===== config.mk =====
export PLATFORM = sky130hd
export DESIGN_NAME = block_feeder
export DESIGN_NICKNAME = d
export VERILOG_FILES = /design/src/rtl/block_feeder_pkg.sv /design/src/rtl/block_feeder_row_bank.sv /design/src/rtl/block_feeder.sv
export SDC_FILE = /design/constraint.sdc
export NUM_CORES = 1
export LEC_CHECK = 0
export CAP_MARGIN = 10
export CELL_PAD_IN_SITES_DETAIL_PLACEMENT = 0
export CELL_PAD_IN_SITES_GLOBAL_PLACEMENT = 1
export CORE_MARGIN = 3
export CORE_UTILIZATION = 59
export DETAILED_ROUTE_END_ITERATION = 16
export DONT_BUFFER_PORTS = 1
export GPL_TIMING_DRIVEN = 0
export PLACE_DENSITY_LB_ADDON = 0.08
export REMOVE_ABC_BUFFERS = 1
export SETUP_SLACK_MARGIN = 0.15
export SLEW_MARGIN = 20
export SYNTH_ARGS = -nofsm -noshare
export SYNTH_HDL_FRONTEND = slang
export SYNTH_SLANG_ARGS = --single-unit

===== constraint.sdc =====
create_clock -name clk -period 26.9 [get_ports clk]
set_input_delay 1.345 -clock clk [delete_from_list [all_inputs] [get_ports clk]]
set_output_delay 1.345 -clock clk [all_outputs]
set_load 0.01 [all_outputs]

===== src/rtl/block_feeder_pkg.sv =====
// Shared constants and read-side state encoding for the block feeder.
package block_feeder_pkg;

  localparam int ROWS       = 8;
  localparam int PIX_W      = 8;
  localparam int ROW_W      = 8 * PIX_W;
  localparam int GAP_CYCLES = 1;
  localparam int ROW_IDX_W  = $clog2(ROWS);
  localparam int GAP_W      = (GAP_CYCLES > 1) ? $clog2(GAP_CYCLES) : 1;

  typedef enum logic [1:0] {
    RD_IDLE  = 2'd0,
    RD_BURST = 2'd1,
    RD_GAP   = 2'd2
  } rd_state_t;

endpackage


===== src/rtl/block_feeder_row_bank.sv =====
// One block-pair buffer: ROWS entries of {filter row, reference row}.
// Synchronous write, registered read; the read register is the burst output stage.
module row_bank
  import block_feeder_pkg::*;
(
  input  logic                 clk,
  input  logic                 reset,
  input  logic                 we,
  input  logic [ROW_IDX_W-1:0] waddr,
  input  logic [2*ROW_W-1:0]   wdata,
  input  logic                 re,
  input  logic [ROW_IDX_W-1:0] raddr,
  output logic [2*ROW_W-1:0]   rdata
);

  logic [2*ROW_W-1:0] mem [ROWS];

  always_ff @(posedge clk) begin
    if (we) mem[waddr] <= wdata;
  end

  always_ff @(posedge clk) begin
    if (!reset)  rdata <= '0;
    else if (re) rdata <= mem[raddr];
  end

endmodule


===== src/rtl/block_feeder.sv =====
// Buffers 8x8 filter/reference block pairs and replays each as an unstalled burst.
// Define BLOCK_FEEDER_PINGPONG_EN for two banks (load overlaps burst); default is one bank.
//
// state    | meaning
// RD_IDLE  | outputs idle, waiting for the read bank to fill
// RD_BURST | one buffered row per cycle on filter_pix/ref_pix, input_ready high
// RD_GAP   | input_ready low for GAP_CYCLES, block_done pulses in the first
module block_feeder
  import block_feeder_pkg::*;
(
  input  logic             clk,
  input  logic             reset,
  input  logic             in_valid,
  output logic             in_ready,
  input  logic             in_sob,
  input  logic [ROW_W-1:0] in_filt_row,
  input  logic [ROW_W-1:0] in_ref_row,
  output logic [ROW_W-1:0] filter_pix,
  output logic [ROW_W-1:0] ref_pix,
  output logic             input_ready,
  output logic             block_done,
  output logic             sync_err
);

`ifdef BLOCK_FEEDER_PINGPONG_EN
  localparam logic PINGPONG = 1'b1;
`else
  localparam logic PINGPONG = 1'b0;
`endif

  logic [1:0]           full;
  logic                 wr_bank, rd_bank, out_sel;
  logic [ROW_IDX_W-1:0] wr_row, wr_addr, rd_row, rd_row_n;
  logic [GAP_W-1:0]     gap_cnt, gap_cnt_n;
  rd_state_t            rd_state, rd_state_n;
  logic                 accept, wr_en, wr_last;
  logic                 rd_en, rd_start, rd_free, block_done_n;
  logic [2*ROW_W-1:0]   bank_rdata [2];
  logic [2*ROW_W-1:0]   rd_word;

  assign in_ready = !full[wr_bank];
  assign accept   = in_valid && in_ready;
  assign wr_en    = accept && (in_sob || wr_row != '0);
  assign wr_addr  = in_sob ? '0 : wr_row;
  assign wr_last  = wr_en && !in_sob && (wr_row == ROW_IDX_W'(ROWS - 1));

  always_ff @(posedge clk) begin
    if (!reset) begin
      wr_row   <= '0;
      wr_bank  <= 1'b0;
      sync_err <= 1'b0;
    end else if (accept) begin
      if (in_sob) begin
        wr_row <= ROW_IDX_W'(1);
        if (wr_row != '0) sync_err <= 1'b1;
      end else if (wr_row == '0) begin
        sync_err <= 1'b1;
      end else if (wr_last) begin
        wr_row  <= '0;
        wr_bank <= wr_bank ^ PINGPONG;
      end else begin
        wr_row <= wr_row + 1'b1;
      end
    end
  end

  // A bank is never written while full, so set and clear never target the same bank.
  always_ff @(posedge clk) begin
    if (!reset) begin
      full <= '0;
    end else begin
      if (wr_last) full[wr_bank] <= 1'b1;
      if (rd_free) full[rd_bank] <= 1'b0;
    end
  end

  // Ping-pong frees the bank as its last row is read so the writer never stalls;
  // a single bank is freed once the burst has completely left the output stage.
  always_comb begin
    rd_state_n   = rd_state;
    rd_row_n     = rd_row;
    gap_cnt_n    = gap_cnt;
    rd_en        = 1'b0;
    rd_start     = 1'b0;
    rd_free      = 1'b0;
    block_done_n = 1'b0;
    unique case (rd_state)
      RD_IDLE: begin
        if (full[rd_bank]) rd_start = 1'b1;
      end
      RD_BURST: begin
        if (rd_row == '0) begin
          rd_state_n   = RD_GAP;
          gap_cnt_n    = GAP_W'(GAP_CYCLES - 1);
          block_done_n = 1'b1;
          rd_free      = !PINGPONG;
        end else begin
          rd_en    = 1'b1;
          rd_row_n = rd_row + 1'b1;
          rd_free  = PINGPONG && (rd_row == ROW_IDX_W'(ROWS - 1));
        end
      end
      RD_GAP: begin
        if (gap_cnt != '0)       gap_cnt_n  = gap_cnt - 1'b1;
        else if (full[rd_bank])  rd_start   = 1'b1;
        else                     rd_state_n = RD_IDLE;
      end
      default: rd_state_n = RD_IDLE;
    endcase
    if (rd_start) begin
      rd_state_n = RD_BURST;
      rd_en      = 1'b1;
      rd_row_n   = rd_row + 1'b1;
    end
  end

  always_ff @(posedge clk) begin
    if (!reset) begin
      rd_state   <= RD_IDLE;
      rd_row     <= '0;
      gap_cnt    <= '0;
      rd_bank    <= 1'b0;
      out_sel    <= 1'b0;
      block_done <= 1'b0;
    end else begin
      rd_state   <= rd_state_n;
      rd_row     <= rd_row_n;
      gap_cnt    <= gap_cnt_n;
      block_done <= block_done_n;
      if (rd_start) out_sel <= rd_bank;
      if (rd_free)  rd_bank <= rd_bank ^ PINGPONG;
    end
  end

  assign input_ready = (rd_state == RD_BURST);

  row_bank u_bank0 (
    .clk   (clk),
    .reset (reset),
    .we    (wr_en && !wr_bank),
    .waddr (wr_addr),
    .wdata ({in_filt_row, in_ref_row}),
    .re    (rd_en && !rd_bank),
    .raddr (rd_row),
    .rdata (bank_rdata[0])
  );

  generate
    if (PINGPONG) begin : g_pingpong
      row_bank u_bank1 (
        .clk   (clk),
        .reset (reset),
        .we    (wr_en && wr_bank),
        .waddr (wr_addr),
        .wdata ({in_filt_row, in_ref_row}),
        .re    (rd_en && rd_bank),
        .raddr (rd_row),
        .rdata (bank_rdata[1])
      );
    end else begin : g_single
      assign bank_rdata[1] = '0;
    end
  endgenerate

  assign rd_word    = bank_rdata[out_sel];
  assign filter_pix = rd_word[2*ROW_W-1:ROW_W];
  assign ref_pix    = rd_word[ROW_W-1:0];

endmodule


==> qor.csv, run 1 <==
stage;metric;value;unit
global_routing;grt_overflow;0;
power;ir_worst_vdd;0.05889;mV
global_routing;grt_pass1_vias;21458;
global_routing;grt.total_usage;0.2441;
timing;period_share;0.1561;
drt;drc;0;
logic_synthesis;synth.top_cells.by_count;1024 x edfxtp_1, 261 x a21oi_1, 255 x mux2i_1;
drt;detail_route.wl_per_cell;27.03;um
hold_path;hp-class;reg -> reg;
cells_and_area;antenna_cells;0;
clock_network;holdBufCountCts;0;
logic_synthesis;seq_area_frac_synth;0.7831;
worst_setup_path;crit_type;reg -> reg;
power;combPwrFrac;0.014;
power;internal_power;2.935;mW
cells_and_area;layout.nets;2487;
worst_setup_path;critical_path_depth;14;
drt;viasPerCell;6.182;
logic_synthesis;async_reset_ff_frac;0;
clock_network;cts_tree;built;
timing;fmax;238.1;MHz
timing;hold_violations;0;
logic_synthesis;yosys.area.top_type;edfxtp_1;
worst_setup_path;rrSetupSlack;22.70;ns
hold_path;worstHoldStart;wr_row[2];
run;cap_violations;0;
floorplan;row_count;98;
worst_setup_path;cp_top_family;simple AND/OR/NAND/NOR gates;
clock_network;cts_setup_buffers;0;
floorplan;chipHeight;275.4;um
power;seq_power_share;0.550;
cells_and_area;utilization;0.6896;
status;status;completed;
logic_synthesis;synth_cell_type_count;31;
drt;ant_nets;0;
timing;tns;0;ns
logic_synthesis;ys.warnings.count;0;
worst_setup_path;timing.rr.start;wr_row[0];
power;clockPowerShare;0.437;
worst_setup_path;r2r_cells;14;
clock_network;root_buffer;clkbuf_16;
clock_network;cts_resized;0;
worst_setup_path;cp_common_cell;buf_4;
clock_network;clock_sinks;1163;
clock_network;clk_pin_slew;0.06;ns
cells_and_area;syn_to_final_growth;15.52;%
worst_setup_path;worstSetupEndpointType;flop;
logic_synthesis;synth_seq_cells;1163;
logic_synthesis;yosysTopAreaCellShare;0.7181;
placed_design;dpl.hpwl;56640;um
clock_network;h-tree-depth;3;
timing;finalSetupViolations;0;
logic_synthesis;synth_most_common_cell;edfxtp_1;
timing;worst_clock_skew;0.01672;ns
power;power.density;73.08;nW/um2
worst_setup_path;cp.buffers_inverters;7;
logic_synthesis;synth.area.top_cells;edfxtp_1 72%, mux4_2 6.7%, dfxtp_1 6.5%, mux2i_1 6.0%, a21oi_1 3.1%;
logic_synthesis;post_synth_instance_area;42820;um2
clock_network;clk_latency;0.66;ns
cells_and_area;layout-drive-gt1-share;0.1744;
worst_setup_path;cp-start-kind;flop;
power;swShare;0.1882;
worst_setup_path;critPathMaxFanout;9;
global_routing;grt_pass1_wl;136300;um
drt;drt_wl_total;91860;um
logic_synthesis;synth_edf_count;1024;
logic_synthesis;syn_area_per_cell;18.86;um2
worst_setup_path;r2r-end;u_bank0.mem[4][120];
worst_setup_path;cp.required;27.27;ns
power;switchingPower;680.4;uW
drt;dr.first_iter.drc_count;1633;
global_routing;antenna_found_initial;0;
timing;rsz0062_at_grt;false;
logic_synthesis;syn_inst;2271;
floorplan;io_pins;264;
floorplan;start_util;0.5970;
worst_setup_path;max_stage_delay;0.54;ns
timing;drv_slew;0;
worst_setup_path;path_cells;inv_1 -> ha_1 -> nor2b_1 -> ha_1 -> or3b_2 -> nor2_1 -> nand2_1 -> nor3_2 -> buf_4 -> buf_6 -> buf_4 -> buf_4 -> buf_4 -> buf_4;
clock_network;cts_made_buffers;114;
drt;dr.pass1.iters;5;
placed_design;place_congestion;0.7030;
power;leakagePower;15.29;nW
timing;slew_headroom;0.4658;
clock_network;cts_buffer_depth;3;
worst_setup_path;critPathSlowestCell;or3b_2;
logic_synthesis;ys.flop_type;edfxtp_1;
worst_setup_path;critPathArrivalTime;4.57;ns
drt;via_count;21007;
global_routing;grt_start_max_net_pins;130;
timing;post-route-min-period;4.200;ns
placed_design;io_buffer_count;0;
worst_setup_path;worstSetupEndpoint;u_bank0.mem[4][120];
floorplan;core;71730;um2
floorplan;die_x;275.4;um
worst_setup_path;worstSetupStartpoint;wr_row[0];
timing;tightestPinTransition;0.7993;ns
floorplan;fp.dieArea;75850;um2
## stage by stage
step	cell area [um2]	std cells	setup slack, ns	power [mW]	hold slack, ns
final	49470	3398	22.70	3.615	0.5344
after detailed placement	45670	3183	22.17	2.075	0.5138
after CTS	49470	3398	22.66	3.646	0.5305
after floorplan	42080	2126	9.953	2.057	0.4774
after global routing	49470	3398	22.44	3.727	0.5556
after global placement	43270	3076	0.6451	2.074	0.5134
## power by group through the flow
stage / logic (mW) / clock network [mW] / registers (mW)
5_1_grt: 0.0545 / 1.69 / 1.99
2_1_floorplan: 0.0277 / 0 / 2.03
3_3_place_gp: 0.0391 / 0 / 2.03
4_1_cts: 0.0506 / 1.61 / 1.99
3_5_place_dp: 0.0501 / 0 / 2.03
6_report: 0.0497 / 1.58 / 1.99
## layer usage
layer	vias up	part of all wire	track usage
li1	9359	-	-
met1	10955	0.40	0.3263
met2	571	0.50	0.4064
met3	122	0.073	0.06311
met4	0	0.020	0.06087
met5	-	0	0
## layout make-up
type	count	area, um2
fill	4558	22260
sequential	1163	33540
inverter	10	37.54
clock inverter	50	560.5
timing repair buffer	107	2312
tap	950	1189
clock buffer	165	3234
multi-input combinational	953	8592
## how the worst min path moves through the flow
| stage | slack, ns | depth (start not counted) | end |
|---|---|---|---|
| finish | 0.53 | 2 | wr_row[2] |
| global route | 0.56 | 2 | wr_row[2] |
| CTS | 0.53 | 2 | wr_row[2] |
| detailed placement | 0.51 | 2 | wr_row[2] |
| global placement | 0.51 | 2 | wr_row[2] |
| floorplan | 0.48 | 2 | wr_row[2] |
## registers in the layout, summed over array words and instances (netlist names)
register	cells
u_bank0.rdata	128
rd_state	2
full	1
sync_err	1
block_done	1
rd_row	3
wr_row	3
u_bank0.mem	1024
## cells by family (layout without fill, tap and decap cells)
group | Yosys count | count (layout) | synth area share
flops | 1163 | 1163 | 0.7831
compound gates | 523 | 523 | 0.06533
mux | 384 | 384 | 0.1272
buf+inv | 155 | 332 | 0.01812
simple gates | 39 | 39 | 0.004325
fa+ha+maj | 6 | 6 | 0.001753
xor+xnor | 1 | 1 | 0.0002046
## worst register-to-register path: stages, from the launching register on
cell and delay (ns):
dfxtp_1 0.45, inv_1 0.12, ha_1 0.21, nor2b_1 0.13
ha_1 0.19, or3b_2 0.54, nor2_1 0.17, nand2_1 0.24
nor3_2 0.53, buf_4 0.31, buf_6 0.18, buf_4 0.20
buf_4 0.21, buf_4 0.20, buf_4 0.21
## placed cells by master (no fill, tap or decap), drive strengths merged, types with 2 or more instances in the layout
master and count:
edfxtp 1024, a21oi 261, mux2i 255, clkbuf 165, dfxtp 139, o21ai 129
mux4 128, o22ai 128, buf 107, clkinv 28, inv 14, nor2 13
bufinv 10, nand2 9, clkinvlp 8, ha 6, nor3 4, or3 3
nand2b 3, nor2b 2, a211oi 2, nand3 2
Note: power is estimated with default switching activity, not from simulation.
==> run 2: changes to the inputs <==
CORE_UTILIZATION = 55   (was 59)
clock period = 4.4 ns   (was 26.9 ns; I/O delays follow)
==> run 2 against run 1 <==
Compared with the run above:
- final area up 3.6%
- critical path type unchanged
- worst setup slack worse by 22 ns
- sequential share of layout area down 2.4 points
- first-iteration DRC count down 7.5%
- critical path depth down 1
- critical endpoint is now u_bank0.mem[4][99]
- clock power rose to 6.4 times the previous value
- total power rose to 6.3 times the previous value
- largest power group unchanged
- highest routed layer is now met5
==> qor.csv, run 2 (synthesis results as in run 1) <==
stage;metric;value;unit
cells_and_area;biggestRegsByFlops;u_bank0.mem (1024), u_bank0.rdata (128);
drt;dr.pass1.iters;5;
hold_path;min_to;u_bank0.mem[0][61];
power;clockPowerShare;0.443;
worst_setup_path;crit_type;reg -> reg;
timing;post-route-min-period;4.043;ns
placed_design;io_buffer_count;0;
worst_setup_path;timing.rr.start;wr_row[0];
timing;rsz0062_at_grt;true;
global_routing;grt_overflow;0;
worst_setup_path;rrSetupSlack;0.36;ns
timing;drv_slew;0;
worst_setup_path;critPathMaxFanout;8;
global_routing;grt_pass1_wl;141500;um
worst_setup_path;cp_top_family;simple AND/OR/NAND/NOR gates;
cells_and_area;fillers;5144;
power;swShare;0.1918;
power;ir_worst_vdd;0.3331;mV
worst_setup_path;cp.buffers_inverters;6;
timing;worst_clock_skew;0.01650;ns
worst_setup_path;cp-start-kind;flop;
worst_setup_path;worstSetupStartpoint;wr_row[0];
clock_network;cts_buffer_depth;3;
drt;via_count;21528;
drt;detail_route.wl_per_cell;26.05;um
clock_network;cts_setup_buffers;0;
drt;ant_nets;0;
placed_design;dpl.hpwl;55740;um
cells_and_area;layout-drive-gt1-share;0.1713;
power;seq_power_share;0.534;
worst_setup_path;critPathSlowestCell;or3b_2;
worst_setup_path;path_cells;inv_1 -> ha_1 -> nor2b_1 -> ha_1 -> or3b_2 -> nor2_1 -> nand2_1 -> nor3_2 -> buf_4 -> buf_4 -> buf_4 -> buf_6 -> buf_4;
clock_network;clk_latency;0.66;ns
power;switchingPower;4.365;mW
cells_and_area;final_cell_mix;1024 x edfxtp_1, 260 x a21oi_1, 255 x mux2i_1;
cells_and_area;fin_cells;3626;
floorplan;fp.dieArea;81240;um2
cells_and_area;final_common_cell;edfxtp_1;
power;power.density;444.1;nW/um2
placed_design;place_congestion;0.7011;
drt;dr.first_iter.drc_count;1510;
clock_network;cts_made_buffers;118;
timing;period_share;0.9189;
floorplan;row_count;101;
global_routing;grt_start_max_net_pins;130;
cells_and_area;layout.nets;2626;
worst_setup_path;critPathArrivalTime;4.40;ns
floorplan;start_util;0.5592;
hold_path;hp-class;in -> reg;
worst_setup_path;cp.required;4.76;ns
clock_network;clock_sinks;1163;
timing;tightestPinTransition;0.8096;ns
floorplan;die_x;285.0;um
worst_setup_path;cp_common_cell;buf_4;
power;internal_power;18.40;mW
clock_network;clk_pin_slew;0.06;ns
hold_path;hold_path_depth;2;
cells_and_area;largest-register;u_bank0.mem;
hold_path;worstHoldStart;in_sob;
global_routing;antenna_found_initial;3;
global_routing;grt.total_usage;0.2332;
timing;hold_violations;0;
floorplan;core;76580;um2
run;cap_violations;0;
global_routing;grt_pass1_vias;22410;
clock_network;cts_tree;built;
worst_setup_path;r2r-end;u_bank0.mem[4][99];
power;leakagePower;16.00;nW
timing;slew_headroom;0.4590;
worst_setup_path;r2r_cells;13;
timing;tns;0;ns
worst_setup_path;worstSetupEndpointType;flop;
drt;drc;0;
placed_design;dpl.cell_count;3267;
timing;finalSetupViolations;0;
clock_network;h-tree-depth;3;
floorplan;io_pins;264;
drt;viasPerCell;5.937;
cells_and_area;largest_reg_flops;1024;
status;status;completed;
cells_and_area;syn_to_final_growth;19.68;%
power;combPwrFrac;0.024;
timing;fmax;247.3;MHz
worst_setup_path;max_stage_delay;0.55;ns
clock_network;root_buffer;clkbuf_16;
floorplan;chipHeight;285.0;um
drt;drt_wl_total;94470;um
[run 2: layout make-up]
type	instances	area, um2	area share
inverter	10	37.54	0.0007325
tap	1030	1289	0.02515
multi-input combinational	953	8592	0.1677
sequential	1163	33540	0.6545
antenna	4	10.01	0.0001953
clock inverter	58	639.4	0.01248
timing repair buffer	242	3747	0.07312
clock buffer	166	3388	0.06612
[run 2: worst max path at each step]
stage / cells after the start / end
final: 13 / u_bank0.mem[4][99]
after global routing: 13 / u_bank0.mem[4][89]
after global placement: 4 / u_bank0.rdata[119]
after CTS: 13 / u_bank0.mem[4][89]
after floorplan: 4 / u_bank0.rdata[0]
after detailed placement: 13 / u_bank0.mem[4][89]
[run 2: layer usage]
layer / vias up / global-route usage / share of wire
met5: - / 0 / 0.00014
met2: 582 / 0.3988 / 0.51
li1: 9641 / - / -
met4: 2 / 0.06397 / 0.024
met3: 140 / 0.04532 / 0.054
met1: 11163 / 0.3092 / 0.41
[run 2: repair_timing]
action	CTS	global route
endpoints found under the hold margin	1163	0
hold buffers	131	0
setup endpoints to repair	0	6
gates resized for setup	0	0
[run 2: stage by stage]
| step | area [um2] | utilization | power (mW) | setup slack, ns | hold slack (ns) |
|---|---|---|---|---|---|
| finish | 51250 | 0.6692 | 22.76 | 0.3567 | 0.07713 |
| global route | 51240 | 0.6691 | 23.49 | 0.1431 | 0.08473 |
| CTS | 51240 | 0.6691 | 22.96 | 0.3244 | 0.04735 |
| detailed placement | 45880 | 0.5991 | 12.69 | 0.3663 | 0.3191 |
| global placement | 43370 | 0.5664 | 12.68 | -22.20 | 0.3192 |
| floorplan | 42080 | - | 12.57 | -12.55 | 0.3189 |
[run 2: worst reg2reg max path, cell delays in order (launching register included)]
cell and delay (ns):
dfxtp_1 0.46, inv_1 0.13, ha_1 0.21, nor2b_1 0.13
ha_1 0.19, or3b_2 0.55, nor2_1 0.19, nand2_1 0.25
nor3_2 0.52, buf_4 0.31, buf_4 0.20, buf_4 0.22
buf_6 0.18, buf_4 0.20
[run 2: power by group through the flow]
stage          logic [mW]  clock network (mW)  registers, mW
6_report            0.536                10.1           12.1
5_1_grt             0.586                10.8           12.1
3_5_place_dp        0.307                   0           12.4
4_1_cts             0.542                10.3           12.1
3_3_place_gp        0.241                   0           12.4
2_1_floorplan       0.170                   0           12.4
==> run 3: changes to the inputs <==
CORE_ASPECT_RATIO = 0.7   (was default)
==> run 3 against run 2 <==
Compared with the run above:
- flip-flop and latch count unchanged
- clock skew shrank 0.00058 ns
- via count rose by 0.33%
- largest cell class unchanged
- critical endpoint is now u_bank0.mem[4][120]
- clock power decreased by 10%
- maximum frequency up 1.8%
- worst hold slack gained 0.029 ns
- critical path type unchanged
- highest routed layer unchanged
- worst setup slack improved by 0.071 ns
- largest power group unchanged
- total power decreased by 4.4%
==> qor.csv, run 3 (synthesis results as in run 1) <==
stage;metric;value;unit
status;status;completed;
clock_network;root_buffer;clkbuf_16;
timing;fmax;251.8;MHz
timing;tns;0;ns
timing;rsz0062_at_grt;false;
clock_network;cts_buffer_depth;3;
floorplan;core;76090;um2
cells_and_area;largest-register;u_bank0.mem;
timing;drv_slew;0;
timing;period_share;0.9027;
worst_setup_path;cp.required;4.77;ns
drt;ant_nets;0;
cells_and_area;syn_to_final_growth;18.55;%
worst_setup_path;crit_type;reg -> reg;
global_routing;antenna_found_initial;9;
power;leakagePower;15.77;nW
drt;drc;0;
global_routing;grt_pass1_wl;142000;um
clock_network;cts_made_buffers;105;
drt;route.met2.wl;46910;um
power;power.density;428.8;nW/um2
timing;finalSetupViolations;0;
timing;post-route-min-period;3.972;ns
cells_and_area;layout-drive-gt1-share;0.1621;
floorplan;row_count;84;
placed_design;place_congestion;0.7085;
floorplan;die_x;339.5;um
drt;drt_wl_total;93350;um
drt;top_layer;met5;
worst_setup_path;cp_common_cell;buf_4;
cells_and_area;fin_cells;3604;
placed_design;place_ws;-0.004455;ns
drt;dr.first_iter.drc_count;1594;
drt;m1WireLength;38910;um
worst_setup_path;critPathMaxFanout;9;
timing;setup_ws;0.4280;ns
placed_design;dpl.hpwl;56530;um
hold_path;hp-class;in -> reg;
cells_and_area;layout.nets;2615;
timing;hold_violations;0;
cells_and_area;largest_reg_flops;1024;
cells_and_area;biggestRegsByFlops;u_bank0.mem (1024), u_bank0.rdata (128);
cells_and_area;final_common_cell;edfxtp_1;
worst_setup_path;worstSetupEndpointType;flop;
power;power;21.77;mW
drt;detail_route.wl_per_cell;25.90;um
global_routing;grt.total_usage;0.2328;
worst_setup_path;path_cells;inv_1 -> ha_1 -> nor2b_1 -> ha_1 -> or3b_2 -> nor2_1 -> nand2_2 -> nor3_4 -> buf_4 -> buf_4 -> buf_4 -> buf_4 -> buf_4 -> buf_6 -> buf_4;
clock_network;clk_latency;0.66;ns
cells_and_area;multi_input_area;8601;um2
timing;tightestPinTransition;0.7732;ns
drt;viasPerCell;5.993;
cells_and_area;utilization;0.6671;
floorplan;start_util;0.5627;
placed_design;io_buffer_count;0;
floorplan;fp.dieArea;81290;um2
floorplan;io_pins;264;
run;cap_violations;0;
cells_and_area;final-seq-area;33550;um2
cells_and_area;fillers;4928;
worst_setup_path;cp-start-kind;flop;
cells_and_area;final_cell_mix;1024 x edfxtp_1, 260 x a21oi_1, 255 x mux2i_1;
timing;slew_headroom;0.4833;
clock_network;clock_sinks;1163;
floorplan;chipHeight;239.5;um
clock_network;cts_tree;built;
power;ir_worst_vdd;0.3539;mV
clock_network;h-tree-depth;3;
drt;dr.pass1.iters;5;
worst_setup_path;critPathArrivalTime;4.34;ns
worst_setup_path;max_stage_delay;0.54;ns
global_routing;grt_start_max_net_pins;130;
drt;via_count;21598;
global_routing;grt_overflow;0;
placed_design;dpl.cell_count;3270;
clock_network;clk_pin_slew;0.07;ns
drt;wl_met3;5935;um
timing;worst_clock_skew;0.01593;ns
worst_setup_path;critPathSlowestCell;or3b_2;
global_routing;grt_pass1_vias;22261;
## run 3: final cells by class
| class | count | area share |
|---|---|---|
| repair buffers | 244 | 0.07503 |
| flip-flops and latches | 1163 | 0.6608 |
| well taps | 1032 | 0.02544 |
| diodes | 5 | 0.0002465 |
| clock inverters | 48 | 0.01006 |
| inverters | 10 | 0.0007394 |
| multi-input cells | 953 | 0.1694 |
| clock buffers | 149 | 0.05824 |
## run 3: stage by stage
stage	instance area (um2)	hold slack (ns)
6_report	50760	0.1058
5_1_grt	50750	0.1330
4_1_cts	50750	0.09462
3_5_place_dp	45940	0.3192
3_3_place_gp	43370	0.3192
2_1_floorplan	42080	0.3189
## run 3: power by group
| group | leakage [nW] | switching, mW | total, mW | internal (mW) |
|---|---|---|---|---|
| clock | 1.70 | 3.82 | 9.09 | 5.27 |
| sequential | 10.4 | 0.0279 | 12.1 | 12.1 |
| combinational | 3.69 | 0.320 | 0.534 | 0.215 |
## run 3: metal layers
metal / global-route usage / up-vias
li1: - / 9644
met1: 0.3117 / 11297
met2: 0.3950 / 527
met3: 0.05431 / 118
met4: 0.05112 / 12
met5: 0 / -
## run 3: worst paths after layout
kind	startpoint	endpoint	slack, ns	cells past startpoint
worst max register to register	wr_row[0]	u_bank0.mem[4][120]	0.43	15
worst min register to register	wr_row[1]	wr_row[1]	0.53	2
worst min-delay path	reset	u_bank0.rdata[65]	0.11	3
worst max-delay path	wr_row[0]	u_bank0.mem[4][120]	0.43	15
## run 3: what timing repair did
item / in CTS / in global routing
pin swaps: 1 / 0
setup endpoints to repair: 6 / 6
hold endpoints to repair: 1167 / 0
hold buffers: 131 / 0
resized for setup: 1 / 3
setup buffers: 1 / 0
## run 3: worst max-delay path, delay by kind of cell, from the launching register on
family	cells	cell delay, ns
adder cells (fa/ha/maj)	2	0.39
buffers and inverters	8	1.57
flip-flops	1	0.41
AND/OR/NAND/NOR	5	1.31
